### src/rtl/bar_command_gen.sv
// Paddle-bar move command generator.
// It synchronizes and debounces the up/down buttons, then clamps each move so
// the bar stays inside its limits. It issues a one-cycle custom-instruction
// strobe and waits for the bar position to follow, and it auto-repeats while
// the button is held.
module bar_command_gen #(
  parameter int DEBOUNCE_CYCLES = 50000,
  parameter int SETTLE_CYCLES   = 1100000,
  parameter int STEP            = 10,
  parameter int Y_MIN           = 6,
  parameter int Y_MAX           = 472,
  parameter int BAR_H           = 89
) (
  input  logic       clk_in,
  input  logic       i_rst,
  input  logic       enablePong,
  input  logic       btn_up,
  input  logic       btn_down,
  input  logic [8:0] y_Atual,
  output logic       clk_en,
  output logic       refreshBar,
  output logic       incDec,
  output logic [8:0] coordY,
  output logic       busy
);

  // One counter serves both the debounce and the settle phases.
  localparam int CNT_MAX = (DEBOUNCE_CYCLES > SETTLE_CYCLES) ? DEBOUNCE_CYCLES : SETTLE_CYCLES;
  localparam int CNT_W   = $clog2(CNT_MAX + 1);

  localparam logic [CNT_W-1:0] DEB_LAST = CNT_W'(DEBOUNCE_CYCLES - 1);
  localparam logic [CNT_W-1:0] SET_LAST = CNT_W'(SETTLE_CYCLES - 1);
  localparam logic [CNT_W-1:0] CNT_ONE  = CNT_W'(1);

  localparam logic [9:0] Y_MIN_W = 10'(Y_MIN);
  localparam logic [9:0] Y_MAX_W = 10'(Y_MAX);
  localparam logic [9:0] BAR_H_W = 10'(BAR_H);
  localparam logic [9:0] STEP_W  = 10'(STEP);
  localparam logic [8:0] STEP_9  = 9'(STEP);

  typedef enum logic [2:0] {
    IDLE     = 3'd0,
    DEBOUNCE = 3'd1,
    CHECK    = 3'd2,
    ISSUE    = 3'd3,
    SETTLE   = 3'd4
  } state_t;

  state_t           state_q;
  logic             up_sync1_q, up_sync2_q;
  logic             dn_sync1_q, dn_sync2_q;
  logic             dir_q;
  logic [CNT_W-1:0] cnt_q;
  logic [9:0]       target_q;
  logic             clk_en_q, refresh_q, incdec_q, busy_q;
  logic [8:0]       coordy_q;

  logic             held_alone_s;
  logic [9:0]       y_w_s;
  logic [9:0]       sum_s;
  logic [9:0]       room_s;
  logic [8:0]       step_s;
  logic [9:0]       target_s;

  assign y_w_s = {1'b0, y_Atual};

  // Two-flop synchronizers for the raw asynchronous buttons.
  always_ff @(posedge clk_in or negedge i_rst) begin
    if (!i_rst) begin
      up_sync1_q <= 1'b0;
      up_sync2_q <= 1'b0;
      dn_sync1_q <= 1'b0;
      dn_sync2_q <= 1'b0;
    end else begin
      up_sync1_q <= btn_up;
      up_sync2_q <= up_sync1_q;
      dn_sync1_q <= btn_down;
      dn_sync2_q <= dn_sync1_q;
    end
  end

  // Latched button is pressed on its own; this keeps debounce and auto-repeat going.
  always_comb begin
    if (dir_q) begin
      held_alone_s = dn_sync2_q & ~up_sync2_q;
    end else begin
      held_alone_s = up_sync2_q & ~dn_sync2_q;
    end
  end

  // Room left toward the latched direction, clamped step and resulting target.
  always_comb begin
    sum_s  = y_w_s + BAR_H_W;
    room_s = 10'd0;
    if (dir_q) begin
      if (sum_s >= Y_MAX_W) begin
        room_s = 10'd0;
      end else begin
        room_s = Y_MAX_W - sum_s;
      end
    end else begin
      if (y_w_s <= Y_MIN_W) begin
        room_s = 10'd0;
      end else begin
        room_s = y_w_s - Y_MIN_W;
      end
    end
    if (room_s < STEP_W) begin
      step_s = room_s[8:0];
    end else begin
      step_s = STEP_9;
    end
    if (dir_q) begin
      target_s = y_w_s + {1'b0, step_s};
    end else begin
      target_s = y_w_s - {1'b0, step_s};
    end
  end

  // Main control FSM with registered command outputs and busy flag.
  always_ff @(posedge clk_in or negedge i_rst) begin
    if (!i_rst) begin
      state_q   <= IDLE;
      dir_q     <= 1'b0;
      cnt_q     <= '0;
      target_q  <= 10'd0;
      clk_en_q  <= 1'b0;
      refresh_q <= 1'b0;
      incdec_q  <= 1'b0;
      coordy_q  <= 9'd0;
      busy_q    <= 1'b0;
    end else if (!enablePong) begin
      state_q   <= IDLE;
      cnt_q     <= '0;
      clk_en_q  <= 1'b0;
      refresh_q <= 1'b0;
      busy_q    <= 1'b0;
    end else begin
      // Strobes are high only while in ISSUE; CHECK raises them below.
      clk_en_q  <= 1'b0;
      refresh_q <= 1'b0;
      case (state_q)
        IDLE: begin
          if (up_sync2_q ^ dn_sync2_q) begin
            dir_q   <= dn_sync2_q;
            cnt_q   <= '0;
            state_q <= DEBOUNCE;
            busy_q  <= 1'b1;
          end else begin
            busy_q  <= 1'b0;
          end
        end
        DEBOUNCE: begin
          if (!held_alone_s) begin
            state_q <= IDLE;
            busy_q  <= 1'b0;
          end else if (cnt_q == DEB_LAST) begin
            state_q <= CHECK;
          end else begin
            cnt_q   <= cnt_q + CNT_ONE;
          end
        end
        CHECK: begin
          if (room_s == 10'd0) begin
            state_q <= IDLE;
            busy_q  <= 1'b0;
          end else begin
            target_q  <= target_s;
            clk_en_q  <= 1'b1;
            refresh_q <= 1'b1;
            incdec_q  <= dir_q;
            coordy_q  <= step_s;
            state_q   <= ISSUE;
          end
        end
        ISSUE: begin
          cnt_q   <= '0;
          state_q <= SETTLE;
        end
        SETTLE: begin
          if ((y_w_s == target_q) || (cnt_q == SET_LAST)) begin
            if (held_alone_s) begin
              state_q <= CHECK;
            end else begin
              state_q <= IDLE;
              busy_q  <= 1'b0;
            end
          end else begin
            cnt_q <= cnt_q + CNT_ONE;
          end
        end
        default: begin
          state_q <= IDLE;
          busy_q  <= 1'b0;
        end
      endcase
    end
  end

  assign clk_en     = clk_en_q;
  assign refreshBar = refresh_q;
  assign incDec     = incdec_q;
  assign coordY     = coordy_q;
  assign busy       = busy_q;

endmodule

### config.mk
export PLATFORM = sky130hd
export DESIGN_NAME = bar_command_gen
export DESIGN_NICKNAME = d
export VERILOG_FILES = /design/src/rtl/bar_command_gen.sv
export SDC_FILE = /design/constraint.sdc
export NUM_CORES = 1
export LEC_CHECK = 0
export CORE_UTILIZATION = 45
export CTS_BUF_LIST = sky130_fd_sc_hd__clkbuf_4 sky130_fd_sc_hd__clkbuf_8 sky130_fd_sc_hd__clkbuf_16
export CTS_CLUSTER_DIAMETER = 100
export DETAILED_ROUTE_END_ITERATION = 10
export PLACE_DENSITY = 0.66
export RECOVER_POWER = 100
export SYNTH_ARGS = -nofsm -noshare
export SYNTH_HDL_FRONTEND = slang
export SYNTH_SLANG_ARGS = --single-unit
### constraint.sdc
create_clock -name clk_in -period 3.7 [get_ports clk_in]
set_clock_uncertainty 0.15 [all_clocks]
set_input_delay 0.74 -clock clk_in [delete_from_list [all_inputs] [get_ports clk_in]]
set_output_delay 0.74 -clock clk_in [all_outputs]
set_load 0.005 [all_outputs]
==> metrics, run 1 <==
Hold/Removal Path Class reg -> reg; filler instances around 670; Leakage 2.28 nW; vias in the first global route 3423; H-tree depth 2; r2r startpoint dir_q; max_slew headroom under 10%; R2R Path End target_q[9]; Final Util a little over three fifths; Placer Congestion 0.894; VDD IR max 0.198 mV; RSZ-0062 raised after global routing true; initial core utilization 47.3%; final antenna-violating net count 0; core area 7850 um^2; Worst-Margin Slew between 1 and 1.5 ns; CP Data Arrival Time approximately 4.7 ns; row count 32; fin crit period between 4 and 5 ns; r2r worst-path depth 17; Worst Hold Path EP dn_sync2_q; share of layout cells above drive strength 1 29.3%; asr flop ratio synth 100%; ys flop type dfrtp_1; DRT iter0 DRCs around 120; Synth-to-Final Area Change 32.8%; Final Hold Vio Count 0; GRT Total Usage 22.0%; Hold Slack about 0.21 ns; Pwr Density 424 nW/um^2; initial antenna violation count 0; register area share after synthesis between 30% and 40%; most frequent cells in the layout buf_4 (75), dfrtp_1 (51), o21ai_0 (40), nor2_1 (27), nand2_1 (23); Cells after DPL approximately 600; Bufs on Longest Clock Path 2; Critical Path Start y_Atual[3]; failing checks negative setup slack; final setup vio count 8; Synth Cell Area between 3000 and 4000 um^2; Power, Total about 2.1 mW; setup TNS -5.17 ns; post-synthesis simple-gate area fraction 18.4%; final worst slack -0.983 ns; R2R setup slack -0.13 ns; Port Buffers 26; worst hold stages 0; dpl ws -1.81 ns; gate count after technology mapping 418; dpl cell area 4560 um^2; via count about 3500; Initial DRT Pass Iterations 5; outcome complete, but fails checks; Synth area leader dfrtp_1; mux cell area share after synthesis 6.37%; Root Buffer clkbuf_8; leading cell type in the layout, fill and taps excluded buf_4; first-pass GRT wire length 15.5 mm; worst-skew pair later-pin latency 0.30 ns; Worst Path Required 3.75 ns; hold path start dn_sync1_q; Reg clk slew, reported paths 0.09 ns; largest net degree at the start of global routing 29; WS Path Type in -> reg; WL/cell 14.6 um; Net Count, Synth 449; Hold Buf Count CTS 0; Adder-Cell Fraction of Synth Area 5.93%; crit path max fanout 6; post-synthesis compound-gate area fraction a little under a quarter; critical path startpoint category input port; TritonCTS Buffers 5; Die Span X between 90 and 100 um; Die ar. 8620 um^2; count of different cell masters after synthesis between 50 and 60; Ant. Diodes 0; syn_area_per_cell between 8 and 9 um^2; DRC errors left 0; WL final roughly 9 mm; Tcrit/Tclk final 127%; area of the multi-input gates 2430 um^2; Ports 27; register area 1280 um^2; final instance area between 4000 and 5000 um^2; DR vias/cell between 5 and 6; Synth Area in XOR/XNOR between 5 and 6%; Max Clk Rate 214 MHz; clock sink count 51; Final Non-Filler Cells 614; Synth warnings 0; Final nets 542; hpwl dp 6.35 mm; Die H slightly above 90 um; max-cap violation count 0; Yosys top cell area share 34.4%; #FFs+latches synth 51; Critical Path End Type flop; top cells by area, synth dfrtp_1 (34%), o21ai_0 (5.8%), ha_1 (5.4%); CTS tree built; Slew Limit Fails 0; total congestion overflow 0; EDFF count, synth 0; largest family of logic cells by synthesized area compound AO/OA/AOI/OAI gates
[worst max-delay path by stage]
stage                       end  cells past startpoint
finish              target_q[9]                     22
global route        target_q[9]                     22
CTS                 target_q[9]                     22
global placement    target_q[9]                     22
detailed placement  target_q[9]                     23
floorplan           target_q[9]                     20
[layer usage]
metal / wire length [um] / GRT usage, % / vias up
met5: 0 / 0 / -
met4: 121 / 7.44 / 0
met3: 303 / 2.87 / 13
met2: 4470 / 37.6 / 84
met1: 4080 / 28.4 / 1647
li1: - / - / 1707
[sequential cells by signal, summed over array words and instances (netlist names)]
name / count
dn_sync1_q: 1
state_q: 3
refreshBar: 1
target_q: 10
up_sync1_q: 1
busy: 1
coordY: 9
incDec: 1
dir_q: 1
cnt_q: 21
dn_sync2_q: 1
up_sync2_q: 1
[final cells by class]
cell class	instances	area share [%]
clock buffers	7	1.95
clock inverters	1	0.152
flip-flops and latches	51	25.9
multi-input cells	323	49.3
well taps	102	2.59
repair buffers	113	18.8
inverters	17	1.29
[cells by family after synthesis]
logic type	Yosys count
adders and majority gates	17
AOI/OAI and AO/OA	131
DFF	51
muxes	18
xor gates and xnor gates	25
and+or+nand+nor	132
buffers and inverters	44
[cells in the mapped netlist (2+ instances only)]
master,count
nand2_1,23
or2_2,3
a311oi_1,2
o21a_1,4
dfrtp_1,51
o21bai_1,3
and2_1,7
inv_1,16
o31ai_1,13
ha_1,16
o211ai_1,5
mux2i_1,3
o41ai_1,2
clkbuf_1,17
a21oi_1,16
a31oi_1,16
a211o_1,2
nand2b_1,11
mux2_4,10
a21o_1,7
mux2_2,5
nor2_1,30
nor4_1,5
o22ai_1,3
xor2_1,12
buf_6,3
a31o_2,2
and3_1,10
a211oi_1,2
o211a_1,2
nor3_1,11
buf_4,2
nand3_1,17
xnor2_1,13
o21ai_0,43
nand3b_1,4
buf_2,4
nand4_1,2
[where the power goes]
part | internal (mW) | total (mW) | switching (mW)
logic | 0.591 | 1.06 | 0.474
clock network | 0.171 | 0.363 | 0.192
registers | 0.616 | 0.664 | 0.0484
total | 1.38 | 2.09 | 0.715
[critical path, cell delays in order]
cell and delay, ns:
clkdlybuf4s18_2 0.27, a211oi_4 0.06, buf_4 0.14, buf_4 0.14
or3_1 0.34, a31oi_1 0.20, o2111a_1 0.29, o21ai_4 0.09
nor3_2 0.14, inv_1 0.09, ha_4 0.28, nor2_4 0.04
a31oi_1 0.14, ha_1 0.25, a21o_1 0.16, a21oi_2 0.14
o21bai_1 0.12, a2111o_1 0.40, a31o_2 0.22, a21oi_2 0.14
xor2_1 0.08, mux2_2 0.25
[timing repair]
action,in CTS,in global routing
buffers inserted,15,3
setup endpoints to repair,13,9
gates resized for setup,40,16
pin swaps,28,19
No activity file was read; power rests on OpenSTA's default activity.
==> inputs of run 2 (changes only) <==
- PLACE_DENSITY: 0.66 -> 0.75
==> run 2 against run 1 <==
Compared with the run above: the flow finishes with violations (max-capacitance violations, max-slew violations, negative setup slack); setup slack got worse by 0.019 ns; utilization fell by 1.6 points; sequential share of layout area rose by 0.69 points.
==> metrics, run 2 (synthesis gave the netlist of run 1 again) <==
Pwr Density 426 nW/um^2 (+0.37%); final antenna-violating net count 0 (unchanged); critical path startpoint category input port; Bufs on Longest Clock Path 2 (unchanged); initial core utilization 47.3% (unchanged); dpl ws -1.83 ns (-0.0208 ns); share of layout cells above drive strength 1 27.1% (-2.2 points); Die H 92.8 um (unchanged); r2r worst-path depth 19 (+2); outcome complete, but fails checks; worst-skew pair later-pin latency 0.31 ns (about the same); first-pass GRT wire length 15.4 mm (-0.58%); dpl cell area 4540 um^2 (-0.27%); core area 7850 um^2 (unchanged); RSZ-0062 raised after global routing true; Initial DRT Pass Iterations 4 (-1); Hold Buf Count CTS 0 (unchanged); fin crit period 4.70 ns (+0.0190 ns); DRT iter0 DRCs 242 (+110%); Tcrit/Tclk final 127% (+0.51 points); max_slew headroom -1.87% (-4.2 points); final worst slack -1.00 ns (-0.0190 ns); total congestion overflow 0 (unchanged); Critical Path End Type flop; row count 32 (unchanged); Worst-Margin Slew 1.53 ns (+0.0626 ns); Cells after DPL 588 (unchanged); TritonCTS Buffers 5 (unchanged); H-tree depth 2 (unchanged); leading cell type in the layout, fill and taps excluded buf_4; Hold/Removal Path Class reg -> reg; filler instances 651 (-2.1%); Reg clk slew, reported paths 0.10 ns (about the same); VDD IR max 0.195 mV (-1.7%); largest net degree at the start of global routing 30 (+3.4%); final instance area 4800 um^2 (-2.6%); Root Buffer clkbuf_8; Final nets 535 (-1.3%); via count 3463 (+0.35%); Power, Total 2.05 mW (-2.2%); Die Span X 92.8 um (unchanged); Placer Congestion 0.900 (+0.68%); CP Data Arrival Time 4.76 ns (+0.03 ns); initial antenna violation count 0 (unchanged); DRC errors left 0 (unchanged); clock sink count 51 (unchanged); Leakage 2.22 nW (-2.5%); most frequent cells in the layout buf_4 (70), dfrtp_1 (51), o21ai_0 (40), nor2_1 (27), nand2_1 (23); crit path max fanout 6 (unchanged); register name with the most flops cnt_q; Final Hold Vio Count 0 (unchanged); Port Buffers 26 (unchanged); GRT Total Usage 21.9% (-0.088 points); Slew Limit Fails 30 (+30); final setup vio count 8 (unchanged); Synth-to-Final Area Change 29.3%; Max Clk Rate 213 MHz (-0.41%); Worst Path Required 3.75 ns (about the same); Final Non-Filler Cells 607 (-1.1%); setup TNS -4.73 ns (+0.443 ns); Ant. Diodes 0 (unchanged); hpwl dp 6.84 mm (+7.7%); WS Path Type in -> reg; number of flip-flops in the largest register 21 (unchanged); WL final 9.41 mm (+4.9%); WL/cell 15.5 um (+6.1%); failing checks max-capacitance violations, max-slew violations, negative setup slack; worst hold stages 0 (unchanged); DR vias/cell 5.71 (+1.5%); Ports 27 (unchanged); vias in the first global route 3318 (-3.1%); Die ar. 8620 um^2 (unchanged); max-cap violation count 1 (+1); CTS tree built
-- run 2: changes by cell type in the layout (fill, tap and decap cells not counted), sizes merged --
cell / change
buf: -5
bufinv: +1
clkbuf: -2
clkdlybuf4s18: -1
clkdlybuf4s50: -1
clkinv: +1
clkinvlp: -1
dlygate4sd2: +1
-- run 2: stage by stage --
stage / hold WS (ns) / util, %
after global routing: 0.219 / 61.2
after global placement: 0.182 / 57.9
after CTS: 0.206 / 61.1
after detailed placement: 0.186 / 57.9
after floorplan: 0.181 / -
final: 0.205 / 61.2
-- run 2: what timing repair did --
item	4_1_cts	5_1_grt
gates cloned	0	0
gates resized for setup	43	6
setup endpoints to repair	18	9
pin swaps	23	14
setup buffers	10	1
-- run 2: where the power goes --
part	internal [mW]	total [mW]	switching, mW
logic	0.520	0.971	0.451
registers	0.616	0.664	0.0483
clock network	0.219	0.410	0.191
total	1.35	2.05	0.690
-- run 2: worst paths after layout --
path                       startpoint     endpoint  slack [ns]
setup / recovery           y_Atual[1]  target_q[9]       -1.00
hold / removal             up_sync1_q   up_sync2_q        0.20
setup reg to reg                dir_q  target_q[9]       -0.14
hold reg to reg            up_sync1_q   up_sync2_q        0.20
max in group asynchronous       i_rst  target_q[0]        1.00
min in group asynchronous       i_rst  target_q[9]        0.64
-- run 2: layer usage --
metal | up-vias | track usage (%) | wire length (um)
li1 | 1695 | - | -
met4 | 0 | 5.13 | 115
met1 | 1700 | 28.8 | 4350
met5 | - | 0 | 0
met2 | 58 | 38.7 | 4740
met3 | 10 | 1.81 | 216
-- run 2: critical path, stage by stage --
cell and delay, ns:
buf_12 0.11, ha_4 0.17, a211oi_4 0.26, mux2i_1 0.26, o32ai_2 0.11, a41o_2 0.33, buf_6 0.14, nor2_4 0.08
a21oi_2 0.04, nor3_2 0.22, inv_1 0.11, ha_4 0.27, nor2_2 0.04, a31oi_1 0.14, ha_1 0.25, a21o_1 0.17
a21oi_2 0.13, o21bai_1 0.10, a2111o_1 0.39, a31o_2 0.22, a21oi_2 0.14, xor2_1 0.07, mux2_2 0.25
-- run 2: layout make-up --
cell class                      instances  area [um^2]  share of cell area, %
Tap cell                              102          128                   2.66
Multi-Input combinational cell        323         2360                   49.2
Clock buffer                            6         82.6                   1.72
Inverter                               17         63.8                   1.33
Clock inverter                          2         35.0                  0.730
Sequential cell                        51         1280                   26.6
Timing Repair Buffer                  106          852                   17.7
==> inputs of run 3 (changes only) <==
- CORE_UTILIZATION: 45 -> 50
- PLACE_DENSITY: 0.75 -> 0.81
==> run 3 against run 2 <==
Compared with the run above: the run still ends with max-capacitance violations, max-slew violations, negative setup slack left; non-clock buffer count is 9 higher; register-to-register slack worse by 0.13 ns; sequential power hardly changed; utilization is 8.2 points higher; routed wire length is 12% higher; cell count is 0.99% higher; flip-flop and latch count stayed put; setup slack worse by 0.053 ns; first-iteration DRC count is 55% higher; clock-buffer cell count stayed put; largest cell class unchanged.
==> metrics, run 3 (synthesis gave the netlist of run 1 again) <==
CTS tree built; max-cap violation count 1 (unchanged); Die Span X 88.2 um (-5.0%); Comb pwr share 50.2% (+2.7 points); leading cell type in the layout, fill and taps excluded buf_4; DRC errors left 0 (unchanged); Synth-to-Final Area Change 34.8%; Tcrit/Tclk final 129% (+1.4 points); Die ar. 7770 um^2 (-9.8%); Final Non-Filler Cells 613 (+0.99%); WL/cell 17.2 um (+11%); outcome complete, but fails checks; R2R setup slack -0.27 ns (-0.13 ns); Final Hold Vio Count 0 (unchanged); fin crit period 4.75 ns (+0.0533 ns); r2r worst-path depth 18 (-1); TritonCTS Buffers 5 (unchanged); critical path startpoint category input port; final setup vio count 8 (unchanged); hold path start up_sync1_q; Initial DRT Pass Iterations 5 (+1); final antenna-violating net count 0 (unchanged); Pwr Density 434 nW/um^2 (+1.9%); RSZ-0062 raised after global routing true; Max Clk Rate 210 MHz (-1.1%); CP peak stage delay 0.41 ns (+0.02 ns); Root Buffer clkbuf_8; DRT iter0 DRCs 374 (+55%); initial antenna violation count 0 (unchanged); clock share of power 19.1% (-1.0 points); Int Power 1.41 mW (+4.3%); initial core utilization 51.5% (+4.2 points); Hold/Removal Path Class reg -> reg; failing checks max-capacitance violations, max-slew violations, negative setup slack; worst hold stages 0 (unchanged); Worst Path Required 3.74 ns (about the same); hpwl dp 6.68 mm (-2.4%); max_slew headroom -76.0% (-74 points); row count 31 (-3.1%); WL final 10.5 mm (+12%); worst-skew pair later-pin latency 0.31 ns (about the same); Port Buffers 26 (unchanged); Critical-path top delay cell a2111o_1; Bufs on Longest Clock Path 2 (unchanged); Worst Hold Path EP up_sync2_q; vias in the first global route 3567 (+7.5%); first-pass GRT wire length 16.1 mm (+4.9%); WS Path Type in -> reg; R2R Path End target_q[9]; DR vias/cell 6.24 (+9.4%); largest net degree at the start of global routing 52 (+73%); total congestion overflow 0 (unchanged); final worst slack -1.05 ns (-0.0533 ns); H-tree depth 2 (unchanged); crit path max fanout 4 (-2); Hold Slack 0.205 ns (+0.000650 ns); GRT Total Usage 26.0% (+4.1 points); Reg clk slew, reported paths 0.09 ns (about the same); Net Sw Frac 35.0% (+1.2 points); VDD IR max 0.305 mV (+56%); register name with the most flops cnt_q; Ports 27 (unchanged); Placer Congestion 0.888 (-1.3%); r2r startpoint dir_q; clock sink count 51 (unchanged); Final Util 69.4% (+8.2 points); CP Data Arrival Time 4.80 ns (+0.04 ns); Die H 88.2 um (-5.0%); via count 3825 (+10%); Psw 0.759 mW (+10%); Cells after DPL 584 (-0.68%); crit-path cells buf_8, inv_2, ha_4, and2_1, a211oi_1, a311oi_1, nor3_1, o2111a_2, o21ai_4, nor3_2, inv_1, ha_4, nor2_4, a31oi_1, ha_1, a21o_1, a21oi_2, o21bai_2, a2111o_1, a31o_4, a21oi_2, xor2_1, mux2_4; core area 7210 um^2 (-8.1%); Hold Buf Count CTS 0 (unchanged); most frequent cells in the layout buf_4 (81), dfrtp_1 (51), o21ai_0 (38), nor2_1 (25), nand2_1 (21); Final nets 544 (+1.7%); share of layout cells above drive strength 1 30.9% (+3.8 points); Leakage 2.32 nW (+4.5%); number of flip-flops in the largest register 21 (unchanged); Seq pwr share 30.7% (-1.8 points); Critical Path End Type flop; Worst-Margin Slew 2.64 ns (+1.11 ns); Slew Limit Fails 52 (+73%); Ant. Diodes 0 (unchanged)
-- run 3: changes by cell type in the layout (fill, tap and decap cells not counted), moves of 2 or more --
cell	delta
dlygate4sd2_1	-3
clkbuf_1	-3
nand2_1	-2
nor2_2	+2
buf_4	+11
a21oi_4	+2
o21ai_0	-2
nor2_1	-2
o21ai_1	+2
dlymetal6s2s_1	+2
a21oi_2	-3
-- run 3: final cells by class --
class,instances,area (um^2)
clock buffer,6,82.6
clock inverter,2,38.8
inverter,17,63.8
multi-input combinational,323,2480
fill,534,2210
tap,99,124
timing repair buffer,115,942
sequential,51,1280
-- run 3: how the worst max path moves through the flow --
stage	slack (ns)	start	endpoint	depth (start not counted)
CTS	-1.06	y_Atual[1]	target_q[9]	21
global placement	-1.67	y_Atual[1]	target_q[9]	22
detailed placement	-1.86	y_Atual[1]	target_q[9]	21
finish	-1.05	y_Atual[0]	target_q[9]	23
global route	-1.25	y_Atual[0]	target_q[9]	24
floorplan	-1.06	y_Atual[0]	target_q[9]	20
-- run 3: layer usage --
metal | vias up | global-route usage, % | part of all wire [%]
met2 | 217 | 43.4 | 48
li1 | 1714 | - | -
met4 | 0 | 9.53 | 3.9
met1 | 1841 | 34.4 | 42
met3 | 53 | 3.49 | 7.0
met5 | - | 0 | 0
-- run 3: worst max-delay path, delay by kind of cell --
kind                       cells  cell delay (ns)
muxes                          1             0.27
adders and majority gates      3             0.72
AOI/OAI and AO/OA             11             2.12
buffers and inverters          3             0.27
xor gates and xnor gates       1             0.08
and+or+nand+nor                4             0.60
-- run 3: what timing repair did --
action	4_1_cts	5_1_grt
resized for setup	43	32
endpoints found under the setup margin	11	9
buffers inserted	15	6
pin swaps	31	27
-- run 3: metrics by stage --
stage | area (um^2) | total power, mW | worst slack, ns | TNS, ns
3_3_place_gp | 4530 | 1.51 | -1.67 | -13.44
5_1_grt | 5000 | 2.28 | -1.25 | -7.07
4_1_cts | 4850 | 2.04 | -1.06 | -4.87
3_5_place_dp | 4530 | 1.55 | -1.86 | -15.44
6_report | 5000 | 2.17 | -1.05 | -5.69
2_1_floorplan | 3810 | 1.21 | -1.06 | -4.73
-- run 3: power by group through the flow --
stage,logic (mW),registers (mW),clock network [mW]
5_1_grt,1.17,0.672,0.446
2_1_floorplan,0.556,0.656,0
3_5_place_dp,0.875,0.673,0
3_3_place_gp,0.842,0.670,0
4_1_cts,0.950,0.663,0.422
6_report,1.09,0.666,0.415
